[config.mk]
export PLATFORM = sky130hd
export DESIGN_NAME = base_gather
export DESIGN_NICKNAME = d
export VERILOG_FILES = /design/src/rtl/base_gather.sv
export SDC_FILE = /design/constraint.sdc
export NUM_CORES = 1
export LEC_CHECK = 0
export BUFFER_PORTS_ARGS = -buffer_cell sky130_fd_sc_hd__buf_4
export CELL_PAD_IN_SITES_DETAIL_PLACEMENT = 0
export CELL_PAD_IN_SITES_GLOBAL_PLACEMENT = 1
export CORE_UTILIZATION = 47
export CTS_BUF_LIST = sky130_fd_sc_hd__clkbuf_8
export CTS_CLUSTER_DIAMETER = 200
export DETAILED_ROUTE_END_ITERATION = 7
export PLACE_DENSITY_LB_ADDON = 0.1
export SLEW_MARGIN = 25
export SYNTH_ARGS = -nofsm -noshare
export SYNTH_HDL_FRONTEND = slang
export SYNTH_SLANG_ARGS = --single-unit
[constraint.sdc]
create_clock -name clk -period 2.4 [get_ports clk]
set_input_delay 0.24 -clock clk [delete_from_list [all_inputs] [get_ports clk]]
set_output_delay 0.24 -clock clk [all_outputs]
set_load 0.02 [all_outputs]
[src/rtl/base_gather.sv]
// base_gather: packs narrow big-endian beats into one wide big-endian word.
// Double-buffered (accumulator + output register) so it sustains one beat per cycle.
module base_gather #(
  parameter int width     = 8,
  parameter int beats     = 4,
  parameter int cnt_width = 3
) (
  input  logic                     clk,
  input  logic                     reset,
  input  logic                     i_v,
  output logic                     o_r,
  input  logic [0:width-1]         i_d,
  input  logic                     i_e,
  output logic                     o_v,
  input  logic                     i_r,
  output logic [0:width*beats-1]   o_d,
  output logic [0:cnt_width-1]     o_cnt,
  output logic                     o_e
);

  localparam int DW = width * beats;
  typedef logic [cnt_width-1:0] cnt_t;

  logic [0:DW-1] acc_q, acc_d;
  cnt_t          acc_cnt_q, acc_cnt_d;
  logic          acc_done_q, acc_done_d;
  logic          acc_e_q, acc_e_d;
  logic          ov_q, ov_d;
  logic [0:DW-1] od_q, od_d;
  cnt_t          ocnt_q, ocnt_d;
  logic          oe_q, oe_d;

  logic          out_free;
  logic          take;
  logic          last;
  logic [0:DW-1] word;
  cnt_t          cnt_inc;

  always_ff @(posedge clk or posedge reset) begin
    if (reset) begin
      acc_q      <= '0;
      acc_cnt_q  <= '0;
      acc_done_q <= 1'b0;
      acc_e_q    <= 1'b0;
      ov_q       <= 1'b0;
      od_q       <= '0;
      ocnt_q     <= '0;
      oe_q       <= 1'b0;
    end else begin
      acc_q      <= acc_d;
      acc_cnt_q  <= acc_cnt_d;
      acc_done_q <= acc_done_d;
      acc_e_q    <= acc_e_d;
      ov_q       <= ov_d;
      od_q       <= od_d;
      ocnt_q     <= ocnt_d;
      oe_q       <= oe_d;
    end
  end

  always_comb begin
    out_free = ~ov_q | i_r;
    take     = i_v & ~acc_done_q;
    last     = take & (i_e | (acc_cnt_q == cnt_t'(beats - 1)));
    cnt_inc  = acc_cnt_q + cnt_t'(1);

    // Slices above the current one are already zero: the accumulator
    // is cleared whenever a word leaves it.
    word = acc_q;
    for (int k = 0; k < beats; k++) begin
      if (cnt_t'(k) == acc_cnt_q) word[k*width +: width] = i_d;
    end

    acc_d      = acc_q;
    acc_cnt_d  = acc_cnt_q;
    acc_done_d = acc_done_q;
    acc_e_d    = acc_e_q;
    ov_d       = ov_q & ~i_r;
    od_d       = od_q;
    ocnt_d     = ocnt_q;
    oe_d       = oe_q;

    if (acc_done_q) begin
      if (out_free) begin
        ov_d       = 1'b1;
        od_d       = acc_q;
        ocnt_d     = acc_cnt_q;
        oe_d       = acc_e_q;
        acc_d      = '0;
        acc_cnt_d  = '0;
        acc_done_d = 1'b0;
        acc_e_d    = 1'b0;
      end
    end else if (last) begin
      if (out_free) begin
        ov_d      = 1'b1;
        od_d      = word;
        ocnt_d    = cnt_inc;
        oe_d      = i_e;
        acc_d     = '0;
        acc_cnt_d = '0;
      end else begin
        acc_d      = word;
        acc_cnt_d  = cnt_inc;
        acc_done_d = 1'b1;
        acc_e_d    = i_e;
      end
    end else if (take) begin
      acc_d     = word;
      acc_cnt_d = cnt_inc;
    end
  end

  assign o_r   = ~acc_done_q;
  assign o_v   = ov_q;
  assign o_d   = od_q;
  assign o_cnt = ocnt_q;
  assign o_e   = oe_q;

endmodule
# After elaboration in Yosys (flattened, before gate mapping)
# Index checks and enable logic that the tools add are counted.
# word_totals
regBits	74
input_bits	13
elab_cells	65
out_inout_bits	38
# op_classes
n_bitwise	8
reduce_logical	6
n_eq_ne	6
n_mux	36
n_addsub	1
# op_table
operator	count
2-to-1 mux 32 bit	9
2-to-1 mux 8 bit	4
2-to-1 mux 3 bit	9
2-to-1 mux 1 bit	14
equality test 2 x 3 -> 1 bit, first input constant	2
AND reduction 2 bit	2
adder 3 x 1 -> 3 bit, second input constant	1
bitwise AND 1 bit	3
equality test 1 x 3 -> 1 bit, first input constant	1
equality test 3 x 2 -> 1 bit, second input constant	1
logical NOT 3 bit	1
NOT 1 bit	3
AND reduction 3 bit	1
nonzero test 3 bit	1
inequality test 2 x 1 -> 1 bit, second input constant	1
inequality test 2 bit, second input constant	1
bitwise OR 1 bit	2
nonzero test 2 bit	1

# Depth between registers and ports, before layout
# Gate-level depths: netlist of the first run.
# depth
word_depth	5
ltp_mapped	8
depth_no_buf	6

# Worst setup path after synthesis of the first run
# Ideal clock, no wire load.
# synth_timing
path_type	register -> register
startpoint	register acc_cnt_q[0]
endpoint	register ocnt_q[1] (netlist: o_cnt[1])
path_buffers	1
setup_slack_ns	0.661
stages_incl_launch_ff	7
arrival_time_ns	1.606
setup_time_ns	0.133
synth_period_minus_slack_ns	1.739
path_cell_list	dfrtp_1 ha_1 ha_1 o21a_1 o21ai_2 clkbuf_1 o21ai_0
# synth_between
elab_chain_cells	5
elab_cells_between_ends	9
# synth_rtl
element	line_no	rtl
from (decl)	25	cnt_t acc_cnt_q, acc_cnt_d;
from (signal assigned)	51	acc_cnt_q <= acc_cnt_d;
parallel branches: the longest is 5 deep, another holds adder 3 x 1 -> 3 bit	--	
to (signal assigned)	56	ocnt_q <= ocnt_d;
to (decl)	30	cnt_t ocnt_q, ocnt_d;
# Several ways; the timed one is not identified. The select of a mux whose other input is x is not followed.
# A chain may end at the register's enable or synchronous reset.

# Worst setup path in the final report of the first run
# layout_timing
startpoint	register acc_cnt_q[0]
endpoint	register acc_q[1] (netlist bit)
# layout_between
elab_chain_cells	5
elab_cells_between_ends	11
# layout_rtl
element	line_no	rtl
equality test 3 x 2 -> 1 bit or logical NOT 3 bit (tied branches)	64, 71	
bitwise OR 1 bit or 2-to-1 mux 8 bit (tied branches)	64, 71	
bitwise AND 1 bit, or another cell as far along	64	last = take & (i_e | (acc_cnt_q == cnt_t'(beats - 1)));
nonzero test 3 bit (no line) or 2-to-1 mux 32 bit (tied branches)	--	
AND reduction 2 bit (no line) or 2-to-1 mux 32 bit (tied branches)	--	
to (signal assigned)	41	acc_q <= '0;
to (signal assigned)	50	acc_q <= acc_d;
to (decl)	24	logic [0:DW-1] acc_q, acc_d;
# Several ways; a longest one is shown, not always the timed one. The select of a mux whose other input is x is not followed.

==> impl_results.rst, run 1 <==
.. list-table::
   :header-rows: 1

   * - Metric
     - Value
   * - Via count of the first global-routing pass
     - ~2200
   * - Total setup violations reported at the end of the flow
     - 0
   * - Library cells used by synthesis
     - 34
   * - Global-route usage over all layers
     - about 20%
   * - Post-route cell area
     - about 4000 um^2
   * - Setup Skew
     - 13.3 ps
   * - First-pass GRT wire length
     - about 11000 um
   * - Count of antenna diodes in the layout
     - 0
   * - Synthesized area per cell
     - 11.4 um^2
   * - Warning count from the yosys run
     - 0
   * - Count of buffers from port buffering
     - 50
   * - Number of buffers created by CTS
     - 9
   * - Reg2Reg Launch Point
     - acc_cnt_q[0]
   * - Final HPWL DP
     - ~4800 um
   * - DRC violations left
     - 0
   * - Clock-pin slew reported for the worst setup and hold paths after clock tree synthesis
     - 80 ps
   * - Max-cap check violation count
     - 0
   * - Overflow after GRT
     - 0
   * - Cell type with the highest aggregate area in the netlist
     - sky130_fd_sc_hd__dfrtp_1
   * - Critical path class
     - reg2reg
   * - Worst Max-Slew Pin Slew
     - roughly 620 ps
   * - Starting DRT DRC Count
     - 83
   * - Synthesized instance count
     - approximately 290
   * - Routability-driven placement congestion ratio
     - 0.767
   * - Top achievable clock speed
     - about 520 MHz
   * - Die Area
     - 7460 um^2
   * - Syn Nets
     - ~310
   * - Outcome
     - completed
   * - Post-synthesis register bit count
     - 74
   * - CP endpoint kind
     - flip-flop
   * - Final-report hold violation count
     - 0
   * - Number of detailed-routing iterations run before antenna repair
     - 4
   * - Highest-count cells in the layout ignoring fill and taps
     - sky130_fd_sc_hd__dfrtp_1 (74), sky130_fd_sc_hd__buf_4 (57), sky130_fd_sc_hd__nand2_1 (37), sky130_fd_sc_hd__o21ai_0 (37), sky130_fd_sc_hd__mux2i_1 (34)
   * - VDD IR-drop max
     - ~0.00046 V
   * - Synthesis-to-layout area growth
     - 18.9%
   * - Fillers
     - ~610
   * - Data arrival time of the worst path
     - approximately 2200 ps
   * - Final Critical Period
     - between 1500 and 2000 ps
   * - Vias after detailed routing
     - 2263
   * - First element of the critical path
     - acc_cnt_q[0]
   * - Period utilisation layout
     - 80.7%
   * - Largest net degree at the start of global routing
     - 55
   * - Critical path required time
     - between 2000 and 3000 ps
   * - Nature of the critical path startpoint
     - flip-flop
   * - Hold crit path type
     - in2reg
   * - Row count
     - 30
   * - Slew HR
     - a little under 60%
   * - Setup TNS
     - 0 ps
   * - Num Clock Sinks
     - between 70 and 80
   * - I/O pin total
     - 51
   * - Pwr Density
     - roughly 1000 nW/um^2
   * - Source of the worst hold timing path
     - i_d[0]
   * - Share of the synthesized area in the top cell type
     - a little under three fifths
   * - CP Max Fanout
     - 8
   * - Number of nets with antenna violations after routing
     - 0
   * - CTS H-tree depth
     - 3
   * - Utilization after layout
     - 58.2%
   * - Wire per inst
     - around 16 um
   * - Share of layout cells above drive strength 1
     - approximately a quarter
   * - Die span in y
     - ~86 um
   * - Effective utilization at floorplan
     - 49.0%
   * - Netlist area before placement
     - 3350 um^2
   * - Worst-case clock buffer depth
     - 2
   * - Unrepaired setup endpoints after global routing
     - no
   * - Leakage power summed over all cells
     - 0.00194 uW
   * - Horizontal die dimension
     - ~86 um
   * - Total routed wirelength
     - 6980 um
   * - Core region area
     - 6830 um^2
   * - Initial antenna violation count
     - 0
   * - Most common cell after layout, fill and taps aside
     - sky130_fd_sc_hd__dfrtp_1
   * - Max Transition Viols Final
     - 0
   * - Number of cells upsized or downsized after cts
     - 0
   * - CTS root buffer
     - sky130_fd_sc_hd__clkbuf_8
   * - Seq/Total Area, Yosys
     - 55.3%
   * - Number of nets in the layout
     - 357
   * - CTS tree
     - yes
   * - Placed instance area
     - approximately 3800 um^2
   * - Largest cells by area after synthesis
     - sky130_fd_sc_hd__dfrtp_1 (55%), sky130_fd_sc_hd__mux2i_1 (10%), sky130_fd_sc_hd__a22o_1 (8.4%)
   * - Average via count per standard cell
     - 5.15
   * - Skew-Pair Late Insertion Delay
     - around 350 ps
## where the power goes
| group | leakage, uW | internal [uW] | switching [uW] |
|---|---|---|---|
| clock | 0.0000963 | 469 | 461 |
| sequential | 0.000995 | 1560 | 186 |
| combinational | 0.000853 | 660 | 821 |
| total | 0.00194 | 2690 | 1470 |
## cell families after synthesis
kind of cell	synth area share [%]
flops	55.3
buf+inv	5.53
compound gates	18.2
xor+xnor	0.262
fa+ha+maj	1.87
simple gates	8.60
mux	10.2
## per-stage QoR
step	worst slack, ps	instances	power [uW]	hold slack (ps)
6_report	463	439	4160	212
3_3_place_gp	539	423	3240	356
2_1_floorplan	278	293	2740	436
3_5_place_dp	473	423	3270	367
4_1_cts	451	439	4200	198
5_1_grt	334	439	4400	208
## worst max-delay path, stage by stage, from the launching register on
cell                      delay, ps
sky130_fd_sc_hd__dfrtp_1        450
sky130_fd_sc_hd__ha_1           230
sky130_fd_sc_hd__ha_1           230
sky130_fd_sc_hd__nor2_1         260
sky130_fd_sc_hd__o21ai_2        140
sky130_fd_sc_hd__o21ai_2        370
sky130_fd_sc_hd__a22o_1         190
## sequential cells by signal (all words and copies together), names as in the netlist
signal / flops
o_d: 32
acc_cnt_q: 3
o_v: 1
acc_done_q: 1
acc_e_q: 1
acc_q: 32
o_e: 1
o_cnt: 3
## path summary, 6_finish.rpt
| check | slack, ps | cells after the start | end |
|---|---|---|---|
| min in group asynchronous | 530 | 3 | o_d[28] |
| max in group asynchronous | 1210 | 4 | acc_q[12] |
| max | 460 | 6 | acc_q[1] |
| min | 210 | 2 | acc_q[0] |
| min reg2reg | 480 | 2 | o_d[24] |
| max reg2reg | 460 | 6 | acc_q[1] |
## metal layers
metal / share of wire (%) / wire, um / GRT usage, % / vias up
met5: 0 / 0 / 0 / -
met1: 49 / 3400 / 29.1 / 1087
li1: - / - / - / 1124
met4: 1.3 / 90 / 7.88 / 0
met2: 47 / 3270 / 30.4 / 42
met3: 3.1 / 214 / 4.76 / 10
## area by class of cell
class / count / area (um^2) / share of cell area, %
sequential: 74 / 1850 / 46.5
multi-input combinational: 187 / 1320 / 33.1
timing repair buffer: 60 / 478 / 12.0
clock buffer: 9 / 124 / 3.11
tap: 96 / 120 / 3.02
clock inverter: 6 / 60.1 / 1.51
inverter: 7 / 28.8 / 0.723
## synth_stat cells
cell type	number
sky130_fd_sc_hd__o21ai_2	5
sky130_fd_sc_hd__o21ai_4	1
sky130_fd_sc_hd__nor3_1	2
sky130_fd_sc_hd__buf_4	1
sky130_fd_sc_hd__buf_6	7
sky130_fd_sc_hd__nor2b_1	4
sky130_fd_sc_hd__a21oi_4	1
sky130_fd_sc_hd__o21a_1	1
sky130_fd_sc_hd__o32ai_1	1
sky130_fd_sc_hd__inv_1	6
sky130_fd_sc_hd__inv_4	1
sky130_fd_sc_hd__ha_1	5
sky130_fd_sc_hd__nand3_1	2
sky130_fd_sc_hd__o31ai_1	2
sky130_fd_sc_hd__and2b_1	1
sky130_fd_sc_hd__clkbuf_1	4
sky130_fd_sc_hd__nand2_1	37
sky130_fd_sc_hd__xor2_1	1
sky130_fd_sc_hd__a21oi_1	3
sky130_fd_sc_hd__a22o_1	32
sky130_fd_sc_hd__nor2b_4	2
sky130_fd_sc_hd__nand2b_1	2
sky130_fd_sc_hd__nor2b_2	1
sky130_fd_sc_hd__mux2i_1	34
sky130_fd_sc_hd__buf_2	5
sky130_fd_sc_hd__buf_1	8
sky130_fd_sc_hd__dfrtp_1	74
sky130_fd_sc_hd__and3_1	3
sky130_fd_sc_hd__o21ai_0	37
sky130_fd_sc_hd__and2_1	1
sky130_fd_sc_hd__a22oi_1	1
sky130_fd_sc_hd__nor2_1	6
sky130_fd_sc_hd__a21oi_2	1
sky130_fd_sc_hd__o21ai_1	1
## timing repair
| item | 4_1_cts | 5_1_grt |
|---|---|---|
| buffers inserted | 0 | 0 |
| hold endpoints to repair | 21 | 0 |
| endpoints found under the setup margin | 0 | 0 |
| hold buffers | 1 | 0 |
No activity file was read; power rests on OpenSTA's default activity.
==> run 2: changes to the inputs <==
- clock period: 2.4 -> 1.9 ns (I/O delays scaled with it)
==> run 2 against run 1 <==
Effect of this change: global-route usage increased by 0.63 points; largest power group unchanged; routed wire length grew 1.4%; first-iteration DRC count increased by 22%; critical endpoint is now o_d[12]; power rose by 31%; worst setup slack lost 350 ps.
==> impl_results.rst, run 2 (same netlist as run 1, synthesis figures left out) <==
.. list-table::
   :header-rows: 1

   * - Metric
     - Value
   * - Worst Max-Slew Pin Slew
     - 449 ps
   * - Dpl cells
     - 427
   * - Total setup violations reported at the end of the flow
     - 0
   * - Share of power burned in the clock network
     - 24.5%
   * - First element of the critical path
     - acc_cnt_q[1]
   * - Data arrival time of the worst path
     - about 2000 ps
   * - Wire per inst
     - between 15 and 20 um
   * - Count of buffers from port buffering
     - 50
   * - Final HPWL DP
     - ~4700 um
   * - Highest-count cells in the layout ignoring fill and taps
     - sky130_fd_sc_hd__dfrtp_1 (74), sky130_fd_sc_hd__buf_4 (60), sky130_fd_sc_hd__nand2_1 (37), sky130_fd_sc_hd__o21ai_0 (37), sky130_fd_sc_hd__mux2i_1 (34)
   * - RR Endpoint
     - o_d[12]
   * - Period utilisation layout
     - approximately 94%
   * - Capture point of the critical path
     - o_d[12]
   * - Vias after detailed routing
     - 2340
   * - Number of detailed-routing iterations run before antenna repair
     - 4
   * - Max Transition Viols Final
     - 0
   * - Fillers
     - 615
   * - Reg-to-reg setup timing slack
     - 110 ps
   * - Slew HR
     - between 60% and 70%
   * - Number of buffers created by CTS
     - 9
   * - Int Pwr
     - ~3600 uW
   * - Seq. cell area
     - between 1500 and 2000 um^2
   * - Hold crit path type
     - in2reg
   * - Outcome
     - completed
   * - Unrepaired setup endpoints after global routing
     - yes
   * - Num Clock Sinks
     - 74
   * - Share of layout cells above drive strength 1
     - 26.7%
   * - Crit path top cell by count
     - sky130_fd_sc_hd__ha_1
   * - VDD IR-drop max
     - just over 0.0008 V
   * - Largest net degree at the start of global routing
     - 75
   * - Critical path class
     - reg2reg
   * - DRC violations left
     - 0
   * - Row count
     - 30
   * - Core region area
     - roughly 6800 um^2
   * - Slowest stage cell, crit path
     - sky130_fd_sc_hd__dfrtp_1
   * - Synthesis-to-layout area growth
     - 21.4%
   * - Path depth of the worst reg2reg path
     - 6
   * - Final-report hold violation count
     - 0
   * - Initial antenna violation count
     - 0
   * - Nature of the critical path startpoint
     - flip-flop
   * - Source of the worst hold timing path
     - i_d[7]
   * - Post-route cell area
     - a little over 4000 um^2
   * - Average via count per standard cell
     - between 5 and 6
   * - Clock-pin slew reported for the worst setup and hold paths after clock tree synthesis
     - 80 ps
   * - Global-route usage over all layers
     - around a fifth
   * - Effective utilization at floorplan
     - approximately half
   * - I/O pin total
     - 51
   * - Count of antenna diodes in the layout
     - 0
   * - Most common cell after layout, fill and taps aside
     - sky130_fd_sc_hd__dfrtp_1
   * - Number of nets in the layout
     - between 300 and 400
   * - Total routed wirelength
     - 7080 um
   * - Setup Skew
     - between 8 and 9 ps
   * - First-pass GRT wire length
     - between 10000 and 15000 um
   * - Final Critical Period
     - about 1800 ps
   * - CP endpoint kind
     - flip-flop
   * - Via count of the first global-routing pass
     - 2254
   * - Overflow after GRT
     - 0
   * - Die Area
     - 7460 um^2
   * - Critical path required time
     - about 2100 ps
   * - Footprint of the multi-input gates
     - around 1300 um^2
   * - Switching Power
     - roughly 1900 uW
   * - Cells along the critical path
     - ha_1 > ha_1 > o21a_1 > o21ai_4 > buf_4 > o21ai_0
   * - Maximum cell stage delay along the critical path
     - between 400 and 500 ps
   * - Starting DRT DRC Count
     - a little over 100
   * - Max-cap check violation count
     - 0
   * - Die span in y
     - 86.4 um
   * - Pwr Density
     - approximately 1300 nW/um^2
   * - CTS H-tree depth
     - 3
   * - CTS tree
     - yes
   * - Skew-Pair Late Insertion Delay
     - roughly 350 ps
   * - CTS root buffer
     - sky130_fd_sc_hd__clkbuf_8
   * - Routability-driven placement congestion ratio
     - roughly 0.79
   * - Reg2Reg Launch Point
     - acc_cnt_q[1]
   * - Number of nets with antenna violations after routing
     - 0
   * - Reg power frac
     - between 40% and 50%
   * - Top achievable clock speed
     - 559 MHz
   * - Non-Filler Instances
     - around 440
   * - Worst-case clock buffer depth
     - 2
   * - Placed instance area
     - between 3000 and 4000 um^2
   * - Part of the total power dissipated in combinational logic
     - a little over a third
   * - Leakage power summed over all cells
     - roughly 0.0020 uW
   * - Horizontal die dimension
     - between 80 and 90 um
   * - Switching share of total power
     - 34.7%
   * - CP Max Fanout
     - 20
   * - Setup TNS
     - 0 ps
## run 2: cell types whose count changed in the layout (fill, tap and decap cells not counted), moves of 2 or more
cell                         previous run  this run
sky130_fd_sc_hd__clkinvlp_4             1         4
sky130_fd_sc_hd__o21ai_2                4         2
sky130_fd_sc_hd__clkinv_2               2         0
sky130_fd_sc_hd__buf_6                  0         2
sky130_fd_sc_hd__buf_4                 57        60
sky130_fd_sc_hd__o21ai_4                2         4
## run 2: final cells by class
class	instances	share of cell area, %
inverters	7	0.801
flip-flops and latches	74	45.6
clock buffers	9	3.05
multi-input cells	187	32.9
well taps	96	2.96
clock inverters	7	2.34
repair buffers	64	12.4
## run 2: routing by layer
layer  track usage, %  up-vias  share of wire (%)
li1                 -     1129                  -
met1             30.6     1143                 49
met2             31.2       54                 45
met3             3.24       14                3.1
met4             9.70        0                2.5
met5                0        -                  0
## run 2: what timing repair did
action / 4_1_cts / 5_1_grt
hold endpoints to repair: 74 / 0
hold buffers: 1 / 0
buffers inserted: 0 / 0
gates resized for setup: 1 / 5
cloned: 0 / 0
endpoints found under the setup margin: 8 / 44
## run 2: worst min-delay path by stage
stage / end / slack, ps / cells after the start
floorplan: acc_cnt_q[0] / 380 / 1
global placement: o_d[20] / 330 / 3
detailed placement: o_d[20] / 330 / 3
CTS: acc_q[15] / 140 / 2
global route: acc_q[18] / 160 / 2
finish: acc_q[15] / 150 / 2
## run 2: worst max-delay path: cells and delay by family, from the launching register on
| kind | cells | cell delay (ps) |
|---|---|---|
| buffers and inverters | 1 | 250 |
| adder cells (fa/ha/maj) | 2 | 440 |
| flip-flops | 1 | 430 |
| AO/OA/AOI/OAI | 3 | 550 |
## run 2: per-stage QoR
step / utilization [%] / hold slack (ps) / setup slack (ps) / power, uW
global placement: 55.7 / 330 / 5.84 / 4110
global route: 59.5 / 163 / -30.9 / 5760
detailed placement: 55.7 / 332 / -68.6 / 4140
CTS: 59.1 / 143 / 9.02 / 5490
finish: 59.5 / 154 / 112 / 5450
floorplan: - / 385 / 161 / 3460
## run 2: power groups by stage
stage	registers (uW)	clock network [uW]	logic [uW]
after CTS	2200	1360	1920
final	2200	1340	1920
after floorplan	2530	0	931
after global placement	2220	0	1890
after detailed placement	2230	0	1920
after global routing	2250	1420	2090
==> run 3: changes to the inputs <==
- CELL_PAD_IN_SITES_DETAIL_PLACEMENT: 0 -> 1
==> run 3 against run 2 <==
Effect of this change: register-to-register slack worse by 30 ps; first-iteration DRC count down 14%; final area about the same; maximum frequency down 1.5%; worst setup slack worse by 27 ps; final cell count down 0.23%; count of clock-buffer cells in the layout unchanged; largest cell class unchanged; combinational power up 3%; global-route usage up 1.4 points; sequential power about the same; largest power group unchanged.
==> impl_results.rst, run 3 (same netlist as run 1, synthesis figures left out) <==
.. list-table::
   :header-rows: 1

   * - Metric
     - Value
   * - Fillers
     - around 730
   * - Setup Skew
     - 6.68 ps
   * - Reg-to-reg setup timing slack
     - around 85 ps
   * - Row count
     - 30
   * - Dpl cells
     - 427
   * - VDD IR-drop max
     - just under 0.0008 V
   * - Total setup violations reported at the end of the flow
     - 0
   * - CP endpoint kind
     - flip-flop
   * - I/O pin total
     - 51
   * - Horizontal die dimension
     - roughly 86 um
   * - Max-cap check violation count
     - 0
   * - Die Area
     - 7460 um^2
   * - Data arrival time of the worst path
     - about 2000 ps
   * - CTS H-tree depth
     - 3
   * - Delay-heaviest family, CP
     - compound AO/OA/AOI/OAI gates
   * - Via count of the first global-routing pass
     - 2389
   * - Worst-case hold path end point
     - acc_q[14]
   * - Final Critical Period
     - around 1800 ps
   * - Die span in y
     - roughly 86 um
   * - Critical path required time
     - ~2100 ps
   * - Final HPWL DP
     - between 5000 and 6000 um
   * - CP Max Fanout
     - 30
   * - Pre-CTS setup slack
     - -99.8 ps
   * - Maximum cell stage delay along the critical path
     - ~430 ps
   * - Post-route worst hold slack
     - between 150 and 200 ps
   * - Core region area
     - roughly 6800 um^2
   * - Source of the worst hold timing path
     - i_d[6]
   * - Period utilisation layout
     - ~96%
   * - Count of antenna diodes in the layout
     - 0
   * - Top achievable clock speed
     - 551 MHz
   * - Largest net degree at the start of global routing
     - 75
   * - Count of buffers from port buffering
     - 50
   * - Num Clock Sinks
     - 74
   * - Synthesis-to-layout area growth
     - 21.4%
   * - Final-report hold violation count
     - 0
   * - Fin worst setup slack
     - roughly 85 ps
   * - Effective utilization at floorplan
     - 49.0%
   * - Number of nets in the layout
     - between 300 and 400
   * - CTS tree
     - yes
   * - Outcome
     - completed
   * - CTS root buffer
     - sky130_fd_sc_hd__clkbuf_8
   * - Total routed wirelength
     - a little under 8000 um
   * - Post-route cell area
     - just over 4000 um^2
   * - Most common cell after layout, fill and taps aside
     - sky130_fd_sc_hd__dfrtp_1
   * - Global-route usage over all layers
     - 22.4%
   * - Starting DRT DRC Count
     - 87
   * - Nature of the critical path startpoint
     - flip-flop
   * - Path depth of the worst reg2reg path
     - 6
   * - Share of layout cells above drive strength 1
     - between 20% and 30%
   * - Worst Max-Slew Pin Slew
     - roughly 460 ps
   * - Routability-driven placement congestion ratio
     - 0.790
   * - Crit path top cell by count
     - sky130_fd_sc_hd__ha_1
   * - Slowest stage cell, crit path
     - sky130_fd_sc_hd__dfrtp_1
   * - Initial antenna violation count
     - 0
   * - Placed instance area
     - about 3800 um^2
   * - Reg2Reg Launch Point
     - acc_cnt_q[1]
   * - Non-Filler Instances
     - between 400 and 500
   * - Number of nets with antenna violations after routing
     - 0
   * - Total power draw
     - 5470 uW
   * - Worst-case clock buffer depth
     - 2
   * - Unrepaired setup endpoints after global routing
     - yes
   * - Number of buffers created by CTS
     - 9
   * - Average via count per standard cell
     - ~5.3
   * - Cells along the critical path
     - ha_1 > ha_1 > o21a_1 > o21ai_4 > buf_8 > o21ai_0
   * - Skew-Pair Late Insertion Delay
     - between 300 and 400 ps
   * - First-pass GRT wire length
     - roughly 13000 um
   * - Leakage power summed over all cells
     - ~0.0020 uW
   * - RR Endpoint
     - o_d[23]
   * - Vias after detailed routing
     - 2364
   * - Number of detailed-routing iterations run before antenna repair
     - 4
   * - Highest-count cells in the layout ignoring fill and taps
     - sky130_fd_sc_hd__dfrtp_1 (74), sky130_fd_sc_hd__buf_4 (59), sky130_fd_sc_hd__nand2_1 (37), sky130_fd_sc_hd__o21ai_0 (37), sky130_fd_sc_hd__mux2i_1 (34)
   * - Buffer count from post-CTS setup fixing
     - 0
   * - Critical path class
     - reg2reg
   * - DRC violations left
     - 0
   * - Overflow after GRT
     - 0
   * - Max Transition Viols Final
     - 0
   * - Clock-pin slew reported for the worst setup and hold paths after clock tree synthesis
     - roughly 80 ps
   * - Slew HR
     - ~69%
   * - Cells on Worst Hold Path
     - 2
   * - Pwr Density
     - between 1000 and 1500 nW/um^2
   * - Wire per inst
     - approximately 18 um
   * - Buffers and inverters on the worst path
     - 1
   * - Hold crit path type
     - in2reg
==> run 3: cell count changes in the layout (fill, tap and decap cells not counted), sizes merged <==
cell	delta
clkinv	+2
inv	-1
clkinvlp	-2
==> run 3: worst max-delay path by stage <==
| stage | end | startpoint | cells past startpoint |
|---|---|---|---|
| after floorplan | o_cnt[1] | acc_cnt_q[0] | 6 |
| after global placement | acc_q[1] | acc_cnt_q[1] | 6 |
| after detailed placement | acc_q[3] | acc_cnt_q[1] | 6 |
| after CTS | acc_q[15] | acc_cnt_q[1] | 7 |
| after global routing | o_d[23] | acc_cnt_q[1] | 7 |
| final | o_d[23] | acc_cnt_q[1] | 6 |
==> run 3: what timing repair did <==
item | in CTS | in global routing
gates cloned | 0 | 0
hold buffers | 1 | 0
resized for setup | 3 | 6
setup endpoints to repair | 8 | 46
hold endpoints to repair | 74 | 0
==> run 3: metal layers <==
| metal | wire length (um) | vias to the layer above | track usage, % |
|---|---|---|---|
| met3 | 256 | 7 | 3.33 |
| met5 | 0 | - | 0 |
| met4 | 74 | 0 | 7.12 |
| met1 | 3660 | 1173 | 30.5 |
| met2 | 3870 | 60 | 37.3 |
| li1 | - | 1124 | - |
==> run 3: power breakdown <==
group / internal (uW) / switching (uW) / leakage [uW]
clock network: 725 / 567 / 0.000105
logic: 865 / 1110 / 0.000872
registers: 1970 / 231 / 0.000995
==> run 3: cell type report <==
class | instances | area, um^2 | area share (%)
timing repair buffer | 64 | 510 | 12.6
inverter | 7 | 32.5 | 0.801
clock inverter | 6 | 82.6 | 2.03
clock buffer | 9 | 124 | 3.05
multi-input combinational | 187 | 1340 | 33.0
sequential | 74 | 1850 | 45.6
tap | 96 | 120 | 2.96
==> run 3: stage by stage <==
stage,utilization (%),TNS (ps)
global placement,55.7,0
floorplan,-,0
detailed placement,55.7,-730
CTS,59.1,0
finish,59.4,0
global route,59.4,-210
